<file path="src/rtl/mux_n_1_rr_reg_pkg.sv">
// Shared definitions for the registered N:1 multiplexer with fixed or round-robin select.
package mux_n_1_rr_reg_pkg;

  typedef enum logic {
    MuxModeFixed = 1'b0,
    MuxModeRr    = 1'b1
  } mux_mode_e;

  localparam int unsigned DefaultWidth = 4;
  localparam int unsigned DefaultNumIn = 4;

endpackage

</file>
<file path="src/rtl/mux_n_1_rr_reg_if.sv">
// Input channels, select controls and registered output handshake of mux_n_1_rr_reg.
interface mux_n_1_rr_reg_if #(
  parameter int unsigned WIDTH  = 4,
  parameter int unsigned NUM_IN = 4,
  localparam int unsigned SELW  = $clog2(NUM_IN)
);
  logic                    mode;
  logic [SELW-1:0]         sel;
  logic [NUM_IN*WIDTH-1:0] in_data;
  logic [NUM_IN-1:0]       in_valid;
  logic [NUM_IN-1:0]       in_ready;
  logic [WIDTH-1:0]        out_data;
  logic [SELW-1:0]         out_src;
  logic                    out_valid;
  logic                    out_ready;

  modport master (
    output mode, sel, in_data, in_valid, out_ready,
    input  in_ready, out_data, out_src, out_valid
  );

  modport slave (
    input  mode, sel, in_data, in_valid, out_ready,
    output in_ready, out_data, out_src, out_valid
  );
endinterface

</file>
<file path="src/rtl/mux_n_1_rr_reg_rr_pick.sv">
// Rotating priority encoder: first asserted req after ptr, wrapping modulo NUM_IN.
module rr_pick #(
  parameter int unsigned NUM_IN = 4,
  localparam int unsigned SELW  = $clog2(NUM_IN)
) (
  input  logic [NUM_IN-1:0] req,
  input  logic [SELW-1:0]   ptr,
  output logic [SELW-1:0]   gnt_idx,
  output logic              gnt_any
);
  int unsigned cand;

  // Walk from the farthest candidate back to ptr+1 so the nearest one wins.
  always_comb begin
    gnt_idx = '0;
    gnt_any = 1'b0;
    cand    = 0;
    for (int unsigned k = NUM_IN; k >= 1; k--) begin
      cand = (32'(ptr) + k) % NUM_IN;
      if (req[SELW'(cand)]) begin
        gnt_idx = SELW'(cand);
        gnt_any = 1'b1;
      end
    end
  end
endmodule

</file>
<file path="src/rtl/mux_n_1_rr_reg.sv">
// N:1 multiplexer with fixed or round-robin grant and a registered valid/ready output stage.
module mux_n_1_rr_reg
  import mux_n_1_rr_reg_pkg::*;
#(
  parameter int unsigned WIDTH  = DefaultWidth,
  parameter int unsigned NUM_IN = DefaultNumIn,
  localparam int unsigned SELW  = $clog2(NUM_IN)
) (
  input logic             clk,
  input logic             reset,
  mux_n_1_rr_reg_if.slave bus
);
  logic [SELW-1:0]  rr_ptr_q, rr_ptr_d;
  logic [WIDTH-1:0] out_data_q, out_data_d;
  logic [SELW-1:0]  out_src_q, out_src_d;
  logic             out_valid_q, out_valid_d;

  logic [SELW-1:0]  rr_idx, gnt_idx;
  logic             rr_any, fix_any, gnt_any;
  logic             load_en;
  logic [WIDTH-1:0] gnt_data;

  rr_pick #(
    .NUM_IN (NUM_IN)
  ) u_rr_pick (
    .req     (bus.in_valid),
    .ptr     (rr_ptr_q),
    .gnt_idx (rr_idx),
    .gnt_any (rr_any)
  );

  assign load_en = ~out_valid_q | bus.out_ready;

  // An out-of-range sel matches no channel and therefore never grants.
  always_comb begin
    fix_any = 1'b0;
    for (int i = 0; i < NUM_IN; i++) begin
      if (bus.sel == SELW'(i) && bus.in_valid[i]) fix_any = 1'b1;
    end
  end

  assign gnt_idx = (bus.mode == MuxModeRr) ? rr_idx : bus.sel;
  assign gnt_any = (bus.mode == MuxModeRr) ? rr_any : fix_any;

  always_comb begin
    gnt_data     = '0;
    bus.in_ready = '0;
    for (int i = 0; i < NUM_IN; i++) begin
      if (gnt_idx == SELW'(i)) gnt_data = bus.in_data[i*WIDTH +: WIDTH];
      bus.in_ready[i] = ~reset & load_en & gnt_any & (gnt_idx == SELW'(i));
    end
  end

  always_comb begin
    rr_ptr_d    = rr_ptr_q;
    out_data_d  = out_data_q;
    out_src_d   = out_src_q;
    out_valid_d = out_valid_q;
    if (load_en) begin
      if (gnt_any) begin
        out_data_d  = gnt_data;
        out_src_d   = gnt_idx;
        out_valid_d = 1'b1;
        if (bus.mode == MuxModeRr) rr_ptr_d = gnt_idx;
      end else begin
        out_valid_d = 1'b0;
      end
    end
  end

  always_ff @(posedge clk) begin
    if (reset) begin
      rr_ptr_q    <= SELW'(NUM_IN - 1);
      out_data_q  <= '0;
      out_src_q   <= '0;
      out_valid_q <= 1'b0;
    end else begin
      rr_ptr_q    <= rr_ptr_d;
      out_data_q  <= out_data_d;
      out_src_q   <= out_src_d;
      out_valid_q <= out_valid_d;
    end
  end

  assign bus.out_data  = out_data_q;
  assign bus.out_src   = out_src_q;
  assign bus.out_valid = out_valid_q;
endmodule
</file>
<file path="src/flat_wrapper.sv">
// flat-port wrapper written by rule: the top's interface ports become plain ports
module mux_n_1_rr_reg_flat import mux_n_1_rr_reg_pkg::*;
#(
  parameter int unsigned WIDTH  = DefaultWidth,
  parameter int unsigned NUM_IN = DefaultNumIn,
  localparam int unsigned SELW  = $clog2(NUM_IN)
)
  (clk, reset, bus_mode, bus_sel, bus_in_data, bus_in_valid, bus_out_ready, bus_in_ready, bus_out_data, bus_out_src, bus_out_valid);
  mux_n_1_rr_reg_if #(.WIDTH(WIDTH), .NUM_IN(NUM_IN)) bus_i ();
  input logic clk;
  input logic reset;
  input wire logic [$bits(bus_i.mode)-1:0] bus_mode;
  input wire logic [$bits(bus_i.sel)-1:0] bus_sel;
  input wire logic [$bits(bus_i.in_data)-1:0] bus_in_data;
  input wire logic [$bits(bus_i.in_valid)-1:0] bus_in_valid;
  input wire logic [$bits(bus_i.out_ready)-1:0] bus_out_ready;
  output wire logic [$bits(bus_i.in_ready)-1:0] bus_in_ready;
  output wire logic [$bits(bus_i.out_data)-1:0] bus_out_data;
  output wire logic [$bits(bus_i.out_src)-1:0] bus_out_src;
  output wire logic [$bits(bus_i.out_valid)-1:0] bus_out_valid;
  assign bus_i.mode = bus_mode;
  assign bus_i.sel = bus_sel;
  assign bus_i.in_data = bus_in_data;
  assign bus_i.in_valid = bus_in_valid;
  assign bus_i.out_ready = bus_out_ready;
  assign bus_in_ready = bus_i.in_ready;
  assign bus_out_data = bus_i.out_data;
  assign bus_out_src = bus_i.out_src;
  assign bus_out_valid = bus_i.out_valid;
  mux_n_1_rr_reg #(.WIDTH(WIDTH), .NUM_IN(NUM_IN)) u_core (.clk(clk), .reset(reset), .bus(bus_i));
endmodule
</file>
<file path="config.mk">
export PLATFORM = sky130hd
export DESIGN_NAME = mux_n_1_rr_reg_flat
export DESIGN_NICKNAME = d
export VERILOG_FILES = /design/src/rtl/mux_n_1_rr_reg_pkg.sv /design/src/rtl/mux_n_1_rr_reg_if.sv /design/src/rtl/mux_n_1_rr_reg_rr_pick.sv /design/src/rtl/mux_n_1_rr_reg.sv /design/src/flat_wrapper.sv
export SDC_FILE = /design/constraint.sdc
export NUM_CORES = 1
export LEC_CHECK = 0
export ABC_CLOCK_PERIOD_IN_PS = 4700
export CAP_MARGIN = 25
export CELL_PAD_IN_SITES_DETAIL_PLACEMENT = 2
export CELL_PAD_IN_SITES_GLOBAL_PLACEMENT = 2
export CORE_UTILIZATION = 22
export DETAILED_ROUTE_END_ITERATION = 10
export PLACE_DENSITY = 0.86
export SYNTH_ARGS = -nofsm -noshare
export SYNTH_HDL_FRONTEND = slang
export SYNTH_HIERARCHICAL = 1
export SYNTH_SLANG_ARGS = --single-unit
</file>
<file path="constraint.sdc">
create_clock -name clk -period 4.7 [get_ports clk]
set_input_delay 0.705 -clock clk [delete_from_list [all_inputs] [get_ports clk]]
set_output_delay 0.705 -clock clk [all_outputs]
set_load 0.1 [all_outputs]
</file>
# ---- Yosys cells after proc, flatten, opt, wreduce, memory -nomap -nowiden
# Cells that the tools add are included.
dict set report totals {
  reg_bits 9
  input_bits 26
  out_inout_bits 11
  elab_cells 62
}
dict set report op_classes {
  addsub 4
  magnitude_cmp 4
  eq_ne 6
  n_mux 27
  bitwise_logic 9
  n_reduce_logical 8
}
# op count
set op_table {}
lappend op_table {{$mux W4} 4}
lappend op_table {{$mux W1} 14}
lappend op_table {{$lt A2 B3 Y1 const B} 4}
lappend op_table {{$mux W2} 5}
lappend op_table {{$bmux W1 S2} 4}
lappend op_table {{$eq A2 B2 Y1 const B} 4}
lappend op_table {{$and A1 B1 Y1} 6}
lappend op_table {{$add A2 B1 Y2 const B} 2}
lappend op_table {{$add A2 B2 Y2 const B} 2}
lappend op_table {{$eq A2 B1 Y1 const B} 2}
lappend op_table {{$logic_and A1 B1 Y1} 4}
lappend op_table {{$logic_not A2 Y1} 2}
lappend op_table {{$reduce_and A3 Y1} 1}
lappend op_table {{$not A1 Y1} 2}
lappend op_table {{$reduce_and A2 Y1} 1}
lappend op_table {{$or A1 B1 Y1} 1}

# ---- Logic depth before layout (Yosys ltp)
# Gate-level depths: netlist of the first run.
dict set report depth {
  depth_word 13
  mapped_depth 8
  ltp_nobuf 7
}

# ---- Hierarchy
# Netlist of the first run, hierarchy kept.
# module instances cells_per_inst area_each_um2 seq_area_each_um2
set by_module_without_submodules {}
lappend by_module_without_submodules {mux_n_1_rr_reg 1 61 596.8 180.2}
lappend by_module_without_submodules {rr_pick 1 14 91.3 0.0}

# ---- Worst setup path after synthesis of the first run
# No wires, ideal clock.
dict set report synth_path {
  kind {input to output}
  from {in bus_sel[0]}
  to {out bus_in_ready[1]}
  arrival_time_ns 3.618
  path_slack_ns 0.377
  path_stages 5
  cell_sequence {mux4_2 -> mux2i_2 -> or3_1 -> buf_6 -> nor3_1}
}
dict set report synth_between {
  elab_chain_cells 9
  word_cells_on_any_way 17
}
# item line_no
set synth_rtl {}
lappend synth_rtl {{start, declared} flat_wrapper.sv:13} ;# input wire logic [$bits(bus_i.sel)-1:0] bus_sel;
lappend synth_rtl {{$logic_not A2 Y1} mux_n_1_rr_reg.sv:38} ;# if (bus.sel == SELW'(i) && bus.in_valid[i]) fix_any = 1'b1;
lappend synth_rtl {{$logic_and A1 B1 Y1} mux_n_1_rr_reg.sv:38}
lappend synth_rtl {{$mux W1 (4 in series)} mux_n_1_rr_reg.sv:38}
lappend synth_rtl {{$mux W1} mux_n_1_rr_reg.sv:43} ;# assign gnt_any = (bus.mode == MuxModeRr) ? rr_any : fix_any;
lappend synth_rtl {{$and A1 B1 Y1} mux_n_1_rr_reg.sv:50} ;# bus.in_ready[i] = ~reset & load_en & gnt_any & (gnt_idx == SELW'(i));
lappend synth_rtl {{$and A1 B1 Y1 (*)} mux_n_1_rr_reg.sv:50}
lappend synth_rtl {{end, declared} flat_wrapper.sv:17} ;# output wire logic [$bits(bus_i.in_ready)-1:0] bus_in_ready;
# Mark *: on every way between the ends. The rest lies on a longest branch, timed or not.

# ---- Final worst setup path of the first run
dict set report layout_path {
  from {in bus_sel[0]}
  to {out bus_in_ready[3]}
}
# Same word-level chain as after synthesis.

==> qor_table.md, run 1 <==
| Group | Quantity | Value |
|:---|:---|:---|
| placement | Port-buffer cells | 36 |
| placement | Sum of net half-perimeters after detailed placement | 1.79 mm |
| outcome | Violations in the final reports | DRC |
| worst setup path | Critical path required time | 3990 ps |
| route | Antenna viol nets, final | 0 |
| clocking | Clk pin slew, worst setup/hold paths | 70 ps |
| worst setup path | Cell Chain, Critical Path | clkdlybuf4s50_1, mux4_2, mux2i_2, or3_1, nor3_1, buf_4 |
| clocking | Clk sink count | 9 |
| power and ir drop | Switch Pwr | 0.144 mW |
| global routing | Met2 Track Usage GR | 0.261 |
| clocking | TritonCTS buffer count | 3 |
| floorplan | Die extent in x | 57.9 um |
| timing | Worst clock skew | 4.18 ps |
| global routing | Total overflow reported by the global router | 0 |
| route | Via density per instance | 5.02 |
| floorplan | Core Rows | 19 |
| synthesis | Most common flop cell mapped by yosys | dfxtp_1 |
| clocking | CTS H-tree depth | 1 |
| placement | Post-Place Worst Slack | 1210 ps |
| global routing | Met1 Resource Use GR | 0.153 |
| global routing | Antenna violations before repair | 0 |
| timing | Slew at the pin closest to its max-slew limit | 973 ps |
| timing | Max Slew Vio Count | 0 |
| clocking | Max clock buf depth | 2 |
| global routing | Gr busiest metal | met2 |
| route | DR iter-0 viols | 18 |
| worst setup path | WS Path Type | in -> out |
| worst setup path | WP buf/inv | 2 |
| route | Routed wire length | 2.21 mm |
| finish | Layout area overhead | 56.0% |
| route | Remaining design rule violation count | 3 |
| worst setup path | Critical Path Sink Type | output port |
| power and ir drop | Worst ir drop on vdd | 0.101 mV |
| global routing | Global-route met3 utilization | 0.0201 |
| global routing | Maximum number of pins on one net before global-route repair | 11 |
| clocking | Number of hold-repair buffers added at the cts stage | 0 |
| finish | Top library cells by usage in the layout, fill and taps aside | clkdlybuf4s50_1 (32), mux2i_1 (11), dfxtp_1 (9) |
| synthesis | Part of the Yosys area used for sequential elements | 0.262 |
| floorplan | I/O pin cnt | 37 |
| worst setup path | Critical path depth in cells | 6 |
| synthesis | Flip-flop and latch count after synthesis | 9 |
| worst setup path | Endpoint of the most critical register-to-register path | u_core/bus.out_data[2] |
| synthesis | Ys Warns | 6 |
| timing | Worst slew slack as a fraction of its limit | 0.349 |
| clocking | Number of gates given a new drive strength after cts | 0 |
| synthesis | Share of flip-flops with an asynchronous set or reset after synthesis | 0 |
| clocking | Postcts setup bufs | 0 |
| power and ir drop | Proportion of total power due to net switching | 0.447 |
| timing | Fmax | 0.284 GHz |
| route | Vias | 713 |
| route | Mean routed wirelength per cell | 15.6 um |
| worst setup path | Largest fanout of any net on the critical path | 8 |
| global routing | Gr usage total | 0.139 |
| finish | Antenna cells | 0 |
| worst hold path | Class of the tightest hold or removal check | reg -> reg |
| worst setup path | Worst setup endpoint | bus_in_ready[3] |
| synthesis | Mapped Cells | 75 |
| timing | Final setup violation count | 0 |
| power and ir drop | Total power | 0.323 mW |
| timing | Tcrit/Tclk final | 0.749 |
| floorplan | Initial core utilization | 0.241 |
| power and ir drop | Pint | 0.179 mW |
| power and ir drop | Power density cells | 301 nW/um^2 |
| worst setup path | Reg2Reg Setup Slack | 2620 ps |
| synthesis | Number of synthesized flops with an enable pin | 0 |
| timing | Minimum setup slack in the final design | 1180 ps |
| worst setup path | FF-to-FF path depth | 6 |
| worst setup path | Cell family with most CP delay | multiplexers |
| floorplan | Area of the core | 2850 um^2 |
| synthesis | Average footprint of a synthesized cell | 9.18 um^2 |
| worst setup path | Data arrival, critical path | 2810 ps |
| worst hold path | Hold path cells | 2 |
| synthesis | Distinct cell type count after synthesis | 26 |
| global routing | Number of global-route vias before repair | 793 |
| timing | Final hold violations | 0 |
| clocking | TritonCTS clock tree | done |
| placement | Weighted congestion reported at the end of routability-driven placement | 0.818 |
| clocking | Root Buffer | clkbuf_4 |
| power and ir drop | Leakage power | 0.419 nW |
| worst setup path | Worst path slowest cell | mux4_2 |
| global routing | Wire length of the first global-routing pass | 3.53 mm |
| job | Number of max-cap violations | 0 |
| finish | Fraction of layout instances using a drive strength above 1 | 0.171 |
| timing | RSZ-0062 raised after global routing | false |
| synthesis | Number of nets produced by synthesis | 101 |
| timing | Minimum clock period after layout | 3520 ps |
| worst setup path | Highest cell delay on the worst timing path | 550 ps |
| power and ir drop | Proportion of power drawn by flip-flops and latches | 0.285 |
| finish | Commonest non-fill, non-tap cell in the layout | clkdlybuf4s50_1 |
| worst setup path | Launching point of the worst reg2reg path | u_core/rr_ptr_q[1] |
| worst setup path | Kind of launch point of the worst setup path | input port |
| outcome | Outcome | finished, violations left |
| timing | Setup_tns | 0 ps |
| route | First-pass detailed-route iteration total | 7 |
| clocking | Clock network latency to the later pin of the worst-skew pair | 270 ps |
| floorplan | Die ar. | 3360 um^2 |
| power and ir drop | Clock power share | 0.198 |
| floorplan | Vertical extent of the die | 57.9 um |
| worst setup path | Worst setup path startpoint | bus_sel[0] |
| finish | Total number of nets in the final design | 138 |
| power and ir drop | Comb power frac | 0.517 |
| synthesis | Post-synthesis cell area | 688 um^2 |
[metal layers]
metal,vias up,share of wire
met3,2,0.055
met2,26,0.51
li1,353,-
met4,0,0.0077
met1,332,0.42
met5,-,0
[Yosys cell counts (all sizes together) (2+ instances only)]
master   n  area, um^2
buf      3        26.3
mux2     7        78.8
nor2     4        15.0
nor3     4        25.0
o21ai    8        40.0
nand2b   4        25.0
a21oi    6        33.8
a211o    2        17.5
a311oi   2        17.5
dfxtp    9         180
nor2b    5        31.3
mux2i   12         124
[through the flow]
stage | cells | utilization | instance area, um^2 | hold slack [ps]
finish | 142 | 0.376 | 1070 | 529
global route | 142 | 0.376 | 1070 | 564
CTS | 142 | 0.376 | 1070 | 536
detailed placement | 138 | 0.367 | 1050 | 524
global placement | 138 | 0.367 | 1050 | 501
floorplan | 75 | - | 688 | 503
[how the worst min path moves through the flow]
stage,startpoint,end
2_1_floorplan,u_core/rr_ptr_q[0],u_core/rr_ptr_q[0]
3_3_place_gp,u_core/bus.out_src[0],u_core/bus.out_src[0]
3_5_place_dp,u_core/bus.out_src[0],u_core/bus.out_src[0]
4_1_cts,u_core/bus.out_src[0],u_core/bus.out_src[0]
5_1_grt,u_core/bus.out_src[1],u_core/bus.out_src[1]
6_report,u_core/bus.out_src[0],u_core/bus.out_src[0]
[worst min-delay path, delay by kind of cell (launching register included)]
kind | cells | cell delay (ps)
flops | 1 | 310
compound gates | 2 | 170
[cell type report]
cell class                 count  area, um^2
fill                         330        1780
inverter                       1        3.75
timing repair buffer          36         350
clock buffer                   4        26.3
sequential                     9         180
tap                           31        38.8
multi-input combinational     61         474
[registers in the layout, summed over array words and instances (netlist names)]
register              cells
u_core/bus.out_src        2
u_core/bus.out_valid      1
u_core/bus.out_data       4
u_core/rr_ptr_q           2
[cell families (layout without fill, tap and decap cells)]
family / count (synthesis) / after routing / share of synthesized area
compound gates: 20 / 20 / 0.189
flops: 9 / 9 / 0.262
simple gates: 21 / 21 / 0.173
mux: 20 / 20 / 0.327
buf+inv: 5 / 41 / 0.0491
[power by group through the flow]
stage | Combinational [mW] | Clock [mW] | Sequential (mW)
global placement | 0.165 | 0 | 0.0935
finish | 0.167 | 0.0640 | 0.0920
floorplan | 0.0688 | 0 | 0.144
global route | 0.175 | 0.0728 | 0.0934
CTS | 0.169 | 0.0676 | 0.0923
detailed placement | 0.168 | 0 | 0.0940
(Power assumes the default switching activity.)
==> run 2, diff against run 1 <==
--- a/config.mk
+++ b/config.mk
@@ -5,13 +5,13 @@
 export SDC_FILE = /design/constraint.sdc
 export NUM_CORES = 1
 export LEC_CHECK = 0
-export ABC_CLOCK_PERIOD_IN_PS = 4700
+export ABC_CLOCK_PERIOD_IN_PS = 2900
 export CAP_MARGIN = 25
 export CELL_PAD_IN_SITES_DETAIL_PLACEMENT = 2
 export CELL_PAD_IN_SITES_GLOBAL_PLACEMENT = 2
-export CORE_UTILIZATION = 22
+export CORE_UTILIZATION = 19
 export DETAILED_ROUTE_END_ITERATION = 10
-export PLACE_DENSITY = 0.86
+export PLACE_DENSITY = 0.79
 export SYNTH_ARGS = -nofsm -noshare
 export SYNTH_HDL_FRONTEND = slang
 export SYNTH_HIERARCHICAL = 1
==> constraint.sdc (replaced) <==
create_clock -name clk -period 2.9 [get_ports clk]
set_input_delay 0.435 -clock clk [delete_from_list [all_inputs] [get_ports clk]]
set_output_delay 0.435 -clock clk [all_outputs]
set_load 0.1 [all_outputs]
==> qor_table.md, run 2 (synthesized netlist as in run 1, its figures left out) <==
| Group | Quantity | Value |
|:---|:---|:---|
| power and ir drop | Proportion of power drawn by flip-flops and latches | 0.274 |
| timing | Fmax | 0.370 GHz |
| finish | Antenna cells | 0 |
| route | Routed wire length | 2.38 mm |
| placement | Sum of net half-perimeters after detailed placement | 1.94 mm |
| placement | Weighted congestion reported at the end of routability-driven placement | 0.869 |
| placement | Post-Place Worst Slack | 193 ps |
| route | DR iter-0 viols | 24 |
| finish | Count of non-filler cells in the finished layout | 163 |
| worst setup path | Kind of launch point of the worst setup path | input port |
| route | Total met3 wirelength after detailed routing | 169 um |
| worst setup path | Reg2Reg Setup Slack | 950 ps |
| job | Number of max-cap violations | 0 |
| clocking | Clk pin slew, worst setup/hold paths | 70 ps |
| power and ir drop | Switch Pwr | 0.239 mW |
| global routing | Wire length of the first global-routing pass | 3.77 mm |
| global routing | Gr usage total | 0.126 |
| worst setup path | WS Path Type | in -> out |
| global routing | Antenna violations before repair | 0 |
| clocking | Root Buffer | clkbuf_4 |
| finish | Fraction of layout instances using a drive strength above 1 | 0.299 |
| floorplan | I/O pin cnt | 37 |
| finish | Combined area of the multi-input logic cells | 489 um^2 |
| finish | Commonest non-fill, non-tap cell in the layout | clkdlybuf4s50_1 |
| outcome | Outcome | finished clean |
| floorplan | Area of the core | 3420 um^2 |
| timing | Max Slew Vio Count | 0 |
| worst setup path | Critical Path Sink Type | output port |
| power and ir drop | Comb power frac | 0.540 |
| timing | RSZ-0062 raised after global routing | false |
| power and ir drop | Leakage power | 0.473 nW |
| worst setup path | Highest cell delay on the worst timing path | 560 ps |
| worst setup path | Worst setup endpoint | bus_in_ready[2] |
| clocking | TritonCTS clock tree | done |
| worst setup path | Worst setup path startpoint | bus_in_valid[1] |
| route | Mean routed wirelength per cell | 14.6 um |
| route | Wire length on met2 | 1.21 mm |
| worst setup path | Endpoint of the most critical register-to-register path | u_core/bus.out_data[3] |
| worst setup path | Worst path slowest cell | clkdlybuf4s50_1 |
| power and ir drop | Clock power share | 0.185 |
| global routing | Total overflow reported by the global router | 0 |
| timing | Tcrit/Tclk final | 0.932 |
| finish | Top library cells by usage in the layout, fill and taps aside | clkdlybuf4s50_1 (25), buf_4 (13), mux2i_1 (11) |
| clocking | Max clock buf depth | 2 |
| route | First-pass detailed-route iteration total | 2 |
| timing | Worst clock skew | 3.39 ps |
| worst setup path | Cell Chain, Critical Path | clkdlybuf4s50_1, mux4_2, mux2i_2, or3_1, nor3_2, buf_12 |
| clocking | Clock network latency to the later pin of the worst-skew pair | 260 ps |
| route | Antenna viol nets, final | 0 |
| route | Vias | 757 |
| clocking | TritonCTS buffer count | 3 |
| finish | Final core area utilization | 0.347 |
| route | Highest metal used | met4 |
| floorplan | Initial core utilization | 0.201 |
| worst setup path | Critical path required time | 2470 ps |
| clocking | CTS H-tree depth | 1 |
| route | Metal1 wirelength | 973 um |
| finish | Area of all sequential standard cells | 180 um^2 |
| timing | Minimum setup slack in the final design | 198 ps |
| power and ir drop | Pint | 0.304 mW |
| finish | Fillers | 407 |
| clocking | Clk sink count | 9 |
| floorplan | Die extent in x | 62.2 um |
| timing | Minimum clock period after layout | 2700 ps |
| timing | Slew at the pin closest to its max-slew limit | 418 ps |
| power and ir drop | Power density cells | 458 nW/um^2 |
| finish | Layout area overhead | 72.2% |
| global routing | Maximum number of pins on one net before global-route repair | 10 |
| finish | Total number of nets in the final design | 144 |
| floorplan | Core Rows | 21 |
| placement | Port-buffer cells | 36 |
| route | Remaining design rule violation count | 0 |
| route | Via density per instance | 4.64 |
| power and ir drop | Proportion of total power due to net switching | 0.440 |
| worst setup path | Launching point of the worst reg2reg path | u_core/rr_ptr_q[1] |
| placement | Instance count after placement with tap cells included | 159 |
| worst setup path | Largest fanout of any net on the critical path | 5 |
| worst hold path | Class of the tightest hold or removal check | reg -> reg |
| timing | Final hold violations | 0 |
| floorplan | Die ar. | 3870 um^2 |
| power and ir drop | Worst ir drop on vdd | 0.174 mV |
| clocking | Number of hold-repair buffers added at the cts stage | 0 |
| clocking | Postcts setup bufs | 0 |
| worst setup path | FF-to-FF path depth | 7 |
| timing | Final setup violation count | 0 |
| global routing | Number of global-route vias before repair | 783 |
| floorplan | Vertical extent of the die | 62.2 um |
| timing | Worst slew slack as a fraction of its limit | 0.714 |
| worst setup path | Data arrival, critical path | 2270 ps |
| clocking | Number of gates given a new drive strength after cts | 0 |
| finish | Number of flip-flops in the largest register | 4 |
==> run 2: cell type report <==
cell class,instances,share of cell area
Tap cell,46,0.0486
Sequential cell,9,0.152
Multi-Input combinational cell,61,0.413
Inverter,1,0.00317
Timing Repair Buffer,42,0.361
Clock buffer,4,0.0222
==> run 2: metal layers <==
metal  global-route usage  up-vias
met3               0.0551        4
met1                0.132      361
met2                0.232       30
met5                    0        -
li1                     -      362
met4               0.0262        0
==> run 2: how the worst min path moves through the flow <==
| stage | depth (start not counted) | startpoint | to | slack, ps |
|---|---|---|---|---|
| after floorplan | 1 | u_core/rr_ptr_q[0] | u_core/rr_ptr_q[0] | 500 |
| after global placement | 2 | u_core/bus.out_src[0] | u_core/bus.out_src[0] | 510 |
| after detailed placement | 2 | u_core/bus.out_src[0] | u_core/bus.out_src[0] | 520 |
| after CTS | 2 | u_core/bus.out_src[0] | u_core/bus.out_src[0] | 540 |
| after global routing | 2 | u_core/bus.out_src[0] | u_core/bus.out_src[0] | 560 |
| final | 2 | u_core/bus.out_src[0] | u_core/bus.out_src[0] | 540 |
==> run 2: critical path, delay by kind of cell <==
family | cells | cell delay (ps)
AND/OR/NAND/NOR | 2 | 690
buffers and inverters | 2 | 770
multiplexers | 2 | 370
==> run 2: power groups by stage <==
stage	sequential [mW]	clock [mW]	combinational, mW
after floorplan	0.233	0	0.114
after global placement	0.151	0	0.289
after detailed placement	0.152	0	0.295
after CTS	0.149	0.106	0.296
after global routing	0.151	0.115	0.307
final	0.149	0.101	0.293
==> run 2: through the flow <==
stage / area, um^2 / TNS [ps] / hold slack [ps] / power (mW)
after detailed placement: 1160 / 0 / 522 / 0.447
final: 1180 / 0 / 539 / 0.543
after global routing: 1180 / 0 / 556 / 0.573
after global placement: 1160 / 0 / 507 / 0.441
after CTS: 1180 / 0 / 536 / 0.552
after floorplan: 703 / -555 / 503 / 0.347
